File: src/rtl/cksum_writeback_pkg.sv
// cksum_writeback_pkg: shared bus widths and byte-lane mask helper
package cksum_writeback_pkg;
  localparam int ADDR_W = 16;
  localparam int DATA_W = 32;
  function automatic logic [DATA_W-1:0] lane_mask(input logic [3:0] sel);
    return {{8{sel[3]}}, {8{sel[2]}}, {8{sel[1]}}, {8{sel[0]}}};
  endfunction
endpackage

File: src/rtl/cksum_writeback_lane_map.sv
// cksum_lane_map: big-endian lane/sel/data mapping of a 16-bit checksum into 32-bit words
module cksum_lane_map
  import cksum_writeback_pkg::*;
(
  input  logic [1:0]        lane_i,
  input  logic [15:0]       val_i,
  output logic [DATA_W-1:0] data_a_o,
  output logic [DATA_W-1:0] data_b_o,
  output logic [3:0]        sel_a_o,
  output logic [3:0]        sel_b_o,
  output logic              straddle_o
);
  always_comb begin
    data_a_o   = {val_i, 16'h0} >> {lane_i, 3'b000};
    sel_a_o    = 4'b1100 >> lane_i;
    data_b_o   = {val_i[7:0], 24'h0};
    sel_b_o    = 4'b1000;
    straddle_o = &lane_i;
  end
endmodule

File: src/rtl/cksum_writeback.sv
// cksum_writeback: writes a 16-bit checksum big-endian into SRAM and verifies it by readback
module cksum_writeback
  import cksum_writeback_pkg::*;
(
  input  logic              clk,
  input  logic              rst,
  input  logic              start_i,
  input  logic [15:0]       cksum_val_i,
  input  logic [ADDR_W-1:0] field_addr_i,
  output logic              sram_ce_o,
  output logic              sram_we_o,
  output logic [ADDR_W-1:0] sram_addr_o,
  output logic [3:0]        sram_sel_o,
  output logic [DATA_W-1:0] sram_data_o,
  input  logic [DATA_W-1:0] sram_data_i,
  output logic              busy_o,
  output logic              done_o,
  output logic              err_o
);
  localparam logic [2:0] IDLE = 3'd0;
  localparam logic [2:0] WR_A = 3'd1;
  localparam logic [2:0] WR_B = 3'd2;
  localparam logic [2:0] RD_A = 3'd3;
  localparam logic [2:0] RD_B = 3'd4;
  localparam logic [2:0] CHK  = 3'd5;
  localparam logic [2:0] DONE = 3'd6;
  logic [2:0]        state_q, state_d;
  logic [ADDR_W-1:0] addr_q, addr_d;
  logic [15:0]       val_q, val_d;
  logic              err_q, err_d;
  logic [DATA_W-1:0] data_a, data_b;
  logic [3:0]        sel_a, sel_b;
  logic              straddle, accept, part_b, chk_b, mismatch;
  logic [ADDR_W-3:0] word_a, word_b;
  cksum_lane_map u_lane_map (
    .lane_i     (addr_q[1:0]),
    .val_i      (val_q),
    .data_a_o   (data_a),
    .data_b_o   (data_b),
    .sel_a_o    (sel_a),
    .sel_b_o    (sel_b),
    .straddle_o (straddle)
  );
  always_comb begin
    word_a      = addr_q[ADDR_W-1:2];
    word_b      = word_a + 1'b1;
    accept      = state_q == IDLE && start_i;
    part_b      = state_q == WR_B || state_q == RD_B;
    sram_ce_o   = state_q inside {WR_A, WR_B, RD_A, RD_B};
    sram_we_o   = state_q == WR_A || state_q == WR_B;
    sram_addr_o = !sram_ce_o ? '0 : {2'b00, part_b ? word_b : word_a};
    sram_sel_o  = !sram_ce_o ? '0 : part_b ? sel_b : sel_a;
    sram_data_o = !sram_we_o ? '0 : part_b ? data_b : data_a;
    chk_b       = state_q == CHK && straddle;
    mismatch    = (state_q == RD_B || state_q == CHK) &&
                  |((sram_data_i ^ (chk_b ? data_b : data_a)) & lane_mask(chk_b ? sel_b : sel_a));
    state_d     = state_q == IDLE ? (start_i ? WR_A : IDLE) :
                  state_q == WR_A ? (straddle ? WR_B : RD_A) :
                  state_q == WR_B ? RD_A :
                  state_q == RD_A ? (straddle ? RD_B : CHK) :
                  state_q == RD_B ? CHK :
                  state_q == CHK  ? DONE : IDLE;
    addr_d      = accept ? field_addr_i : addr_q;
    val_d       = accept ? cksum_val_i : val_q;
    err_d       = accept ? 1'b0 : err_q | mismatch;
    busy_o      = state_q != IDLE;
    done_o      = state_q == DONE;
    err_o       = done_o && err_q;
  end
  always_ff @(posedge clk) begin
    if (rst) begin
      state_q <= IDLE;
      addr_q  <= '0;
      val_q   <= '0;
      err_q   <= 1'b0;
    end else begin
      state_q <= state_d;
      addr_q  <= addr_d;
      val_q   <= val_d;
      err_q   <= err_d;
    end
  end
endmodule

File: config.mk
export PLATFORM = sky130hd
export DESIGN_NAME = cksum_writeback
export DESIGN_NICKNAME = d
export VERILOG_FILES = /design/src/rtl/cksum_writeback_pkg.sv /design/src/rtl/cksum_writeback_lane_map.sv /design/src/rtl/cksum_writeback.sv
export SDC_FILE = /design/constraint.sdc
export NUM_CORES = 1
export LEC_CHECK = 0
export CAP_MARGIN = 5
export CELL_PAD_IN_SITES_DETAIL_PLACEMENT = 2
export CELL_PAD_IN_SITES_GLOBAL_PLACEMENT = 2
export CORE_UTILIZATION = 23
export DETAILED_ROUTE_END_ITERATION = 7
export PLACE_DENSITY_LB_ADDON = 0.1
export SETUP_SLACK_MARGIN = 0.3
export SYNTH_ARGS = -nofsm -noshare
export SYNTH_HDL_FRONTEND = slang
export SYNTH_SLANG_ARGS = --single-unit
File: constraint.sdc
create_clock -name clk -period 4.1 [get_ports clk]
set_input_delay 0.82 -clock clk [delete_from_list [all_inputs] [get_ports clk]]
set_output_delay 0.82 -clock clk [all_outputs]
set_load 0.01 [all_outputs]
# Word level (Yosys, flattened, before mapping)
# Index checks and enable logic that the tools add are counted.
totals:
  ff_bits: 36
  input_bits: 67
  word_cells: 46
op_classes:
  n_addsub: 1
  eq_ne: 6
  shift: 2
  n_mux: 17
  bitwise: 3
  n_reduce_logical: 13
op_table:
  columns: ["cell", "n"]
  rows:
  - ["32-bit two-way mux", 3]
  - ["32-bit bitwise AND", 1]
  - ["32-bit OR reduction", 1]
  - ["32-bit by 5-bit >> shifter with 32-bit output", 1]
  - ["32-bit bitwise XOR", 1]
  - ["14-bit two-way mux", 2]
  - ["3-bit two-way mux", 6]
  - ["14-bit by 1-bit adder with 14-bit output, second input constant", 1]
  - ["4-bit two-way mux", 3]
  - ["3-bit == test, second input constant", 3]
  - ["3-bit by 2-bit == test with 1-bit output, second input constant", 2]
  - ["1-bit logical AND", 4]
  - ["4-bit nonzero test", 1]
  - ["4-bit by 2-bit >> shifter with 4-bit output, first input constant", 1]
  - ["3-bit by 1-bit == test with 1-bit output, second input constant", 1]
  - ["3-bit logical NOT", 1]
  - ["1-bit logical OR", 3]
  - ["1-bit two-way mux", 3]
  - ["3-bit nonzero test", 1]
  - ["2-bit AND reduction", 1]
  - ["2-bit OR reduction", 1]
  - ["1-bit OR", 1]

# Logic depth before layout (Yosys ltp)
depth:
  depth_word: 8
  ltp_mapped: 9
  depth_no_buf: 8

# Hierarchy
# A second synthesis with hierarchy kept.
hier_totals:
  hier_cells: 596
  hier_area_um2: 3782.4
by_module_without_submodules:
  columns: ["mod", "instances", "cells_per_inst", "area_each_um2"]
  rows:
  - ["cksum_writeback", 1, 506, 3145.5]
  - ["cksum_lane_map", 1, 90, 636.9]

# Least setup slack after synthesis
# No wires, ideal clock.
synth_timing:
  path_kind: "reg-to-output"
  startpoint: "register state_q[1]"
  endpoint: "output port sram_addr_o[13]"
  arrival_ns: 1.756
  t_required_ns: 3.280
  path_slack_ns: 1.524
  path_stages_with_launch: 8
  path_cell_list: "dfxtp_1 -> buf_2 -> xor2_1 -> and2b_2 -> and4_4 -> nand3_2 -> or3_1 -> a21oi_1"
synth_between:
  elab_chain_cells: 4
synth_rtl:
  columns: ["item", "line_no", "rtl"]
  rows:
  - ["start, declared", "cksum_writeback.sv:27", "logic [2:0] state_q, state_d;"]
  - ["start signal, assigned", "cksum_writeback.sv:77", "state_q <= state_d;"]
  - ["3-bit by 2-bit == test with 1-bit output / 3-bit == test (equally long branches)", "cksum_writeback.sv:48, cksum_writeback.sv:49", null]
  - ["1-bit logical OR", "cksum_writeback.sv:48", "part_b = state_q == WR_B || state_q == RD_B;"]
  - ["14-bit two-way mux", "cksum_writeback.sv:51", "sram_addr_o = !sram_ce_o ? '0 : {2'b00, part_b ? word_b : word_a};"]
  - ["14-bit two-way mux *", "cksum_writeback.sv:51", null]
  - ["end, declared", "cksum_writeback.sv:12", "output logic [ADDR_W-1:0] sram_addr_o,"]
# Every way passes the cells marked *; elsewhere a longest branch is shown, timed or not.

# Worst setup path after layout
# Same ends and word-level chain as after synthesis.

==> metrics.csv <==
stage,metric,value,unit
status,outcome,finished clean,
clock_tree,Max clock buf depth,2,
die,Initial Utilization,24.1,%
hold_path,Worst Hold Path EP,addr_q[15],
logic_synthesis,async set or reset register ratio after synthesis,0,%
critical_path,CP Capture Type,primary output,
die,Die W,109,µm
drt,via count,2952,
drt,residual DRC count,0,
place,DP Area,3970,µm²
finish,share of cells above drive strength 1,4.81,%
sta,RSZ-0062 raised after global routing,false,
job,number of max-cap violations,0,
logic_synthesis,Avg Inst Size Synth,7.17,µm²
sta,Tmin final,3520,ps
die,IO Pins,124,
sta,Setup TNS,0,ps
clock_tree,Clock Latency Late Sink,280,ps
place,# port buffers,121,
critical_path,"Slowest-stage cell, CP",clkdlybuf4s50_1,
clock_tree,cts hold-fix bufs,0,
logic_synthesis,Yosys warnings,0,
critical_path,Setup crit start kind,flop,
logic_synthesis,commonest cells in the netlist,"72 x nand2_1, 46 x nor2_1, 43 x a21oi_1",
sta,Final period util,85.7,%
die,FP Rows,38,
clock_tree,TritonCTS clock tree,done,
clock_tree,Root Buffer,clkbuf_16,
hold_path,worst hold stages,2,
drt,WL per Instance,17.0,µm
pwr,NetSw,489,µW
pwr,Seq pwr share,34.2,%
logic_synthesis,synthesized instance count,370,
finish,Final #Nets,548,
sta,Setup Viol. Count Final,0,
critical_path,RR Startpoint,addr_q[0],
drt,routed vias/inst,4.78,
place,Final HPWL DP,8.43,mm
clock_tree,post-cts gate resize count,0,
sta,Layout Skew,1.43,ps
die,Core Area,11000,µm²
critical_path,worst path required time,3280,ps
die,die height,109,µm
global_routing,GR Util All Layers,18.4,%
logic_synthesis,Seq cells post-synth,36,
pwr,logic gate share of total power,38.7,%
pwr,Pwr Density,330,nW/µm²
finish,antenna cells,0,
finish,register area,721,µm²
sta,final hold violations,0,
global_routing,vias in the first global route,3085,
clock_tree,clk sinks,36,
logic_synthesis,Yosys cell types,44,
pwr,maximum vdd drop,160,µV
global_routing,GRT overflow,0,
clock_tree,H-tree levels,2,
place,Placer Congestion,0.772,
critical_path,reg-to-reg endpoint,err_q,
critical_path,Crit Path Class,reg -> out,
logic_synthesis,share of the synthesized area in the top cell type,27.2,%
drt,DRT Pass-1 Iters,4,
sta,worst rel slew slack,47.2,%
finish,P&R area growth vs syn,54.5,%
critical_path,Crit path largest cell delay,560,ps
critical_path,worst path cell trace,xor2_1 -> and2b_2 -> and4_4 -> nand3_2 -> or3_1 -> a21oi_1 -> clkdlybuf4s50_1,
pwr,leakage power total,1.50,nW
critical_path,R2R depth,9,
drt,WL final,10.5,mm
pwr,Clock Power Share,27.1,%
sta,fmax,284,MHz
critical_path,crit path max fanout,10,
critical_path,CP arrival,2700,ps
hold_path,worst hold path startpoint,addr_q[15],
place,pre-CTS setup slack,876,ps
finish,design area,4100,µm²
finish,fin util,37.2,%
finish,multi-input logic area,1790,µm²
sta,Pins Over Slew Limit,0,
logic_synthesis,Mapped Area,2650,µm²
global_routing,first-pass GRT wire length,16.7,mm
logic_synthesis,most common cell in the netlist,nand2_1,
clock_tree,TritonCTS Buffers,5,
drt,DRT antenna net count,0,
sta,worst-margin pin slew,790,ps
clock_tree,Post-CTS Setup Bufs,0,
logic_synthesis,ys flop type,dfxtp_1,
drt,Starting DRT DRC Count,92,
logic_synthesis,number of flops mapped to enable cells by yosys,0,
finish,Fill cells,1311,
critical_path,R2R setup slack,1310,ps
pwr,Sw Ratio,36.2,%
logic_synthesis,register area share after synthesis,27.2,%
pwr,Tot Pwr,1.35,mW
clock_tree,Worst-path clk slew,60,ps
global_routing,largest net degree at the start of global routing,37,
logic_synthesis,cell taking the most area after synthesis,dfxtp_1,
hold_path,hold crit path type,reg -> reg,
logic_synthesis,leading cell types by total area after synthesis,"dfxtp_1 27%, nand2_1 10%, a21oi_1 8.1%",
die,DIE AREA,12000,µm²
pwr,Cell Int Power,862,µW
global_routing,initial antenna violation count,0,
sta,setup ws final,585,ps
-- power groups by stage --
stage          Combinational, mW  Clock [mW]  Sequential, mW
2_1_floorplan              0.314           0           0.432
3_3_place_gp               0.524           0           0.466
3_5_place_dp               0.533           0           0.470
4_1_cts                    0.537       0.382           0.462
5_1_grt                    0.582       0.397           0.471
6_report                   0.523       0.367           0.463
-- stage by stage --
step,hold slack (ps),std cells
2_1_floorplan,441,371
3_3_place_gp,452,611
3_5_place_dp,464,611
4_1_cts,475,618
5_1_grt,498,618
6_report,471,618
-- routing by layer --
metal | up-vias | track usage [%] | routed length [µm]
met5 | - | 0 | 0
met4 | 0 | 2.86 | 60
met3 | 5 | 3.62 | 542
met2 | 78 | 31.1 | 4910
met1 | 1410 | 24.5 | 4970
li1 | 1459 | - | -
-- worst max-delay path by stage --
stage,end,slack (ps),depth (start not counted),start
final,sram_addr_o[13],580,7,state_q[1]
after global routing,sram_addr_o[13],380,7,state_q[1]
after CTS,sram_addr_o[13],570,7,state_q[1]
after detailed placement,sram_addr_o[13],880,7,state_q[1]
after global placement,sram_addr_o[13],930,7,state_q[1]
after floorplan,sram_addr_o[13],1520,7,state_q[1]
-- flip-flops by register name, summed over array words and instances (netlist names) --
name / count
val_q: 16
err_q: 1
addr_q: 16
state_q: 3
-- cell families (layout without fill, tap and decap cells) --
group / count (synthesis) / after routing / share of synthesized area [%]
buf+inv: 34 / 141 / 5.56
other cells: 1 / 2 / 0.141
fa+ha+maj: 3 / 3 / 1.41
mux: 15 / 15 / 6.13
xor+xnor: 42 / 42 / 13.9
simple gates: 169 / 169 / 29.8
flops: 36 / 36 / 27.2
compound gates: 70 / 70 / 15.9
-- placed cells by master (no fill, tap or decap), types with 7 or more instances in the layout --
master           netlist  routed
clkdlybuf4s50_1        0     121
nand2_1               72      72
nor2_1                46      46
a21oi_1               43      43
dfxtp_1               36      36
xor2_1                22      22
xnor2_1               20      20
a22oi_1               16      16
mux2i_1               11      11
inv_1                  7       7
nand4_1                7       7
-- worst max-delay path, delay by kind of cell (launching register included) --
kind	cells	cell delay, ps
xor+xnor	1	200
compound gates	1	150
buf+inv	1	560
flops	1	480
simple gates	4	1020
-- final cells by class --
| cell class | count | share of cell area, % |
|---|---|---|
| Tap cell | 140 | 4.27 |
| Clock inverter | 1 | 0.122 |
| Timing Repair Buffer | 127 | 30.6 |
| Clock buffer | 6 | 3.14 |
| Multi-Input combinational cell | 301 | 43.6 |
| Inverter | 7 | 0.641 |
| Sequential cell | 36 | 17.6 |
(Power assumes the default switching activity.)
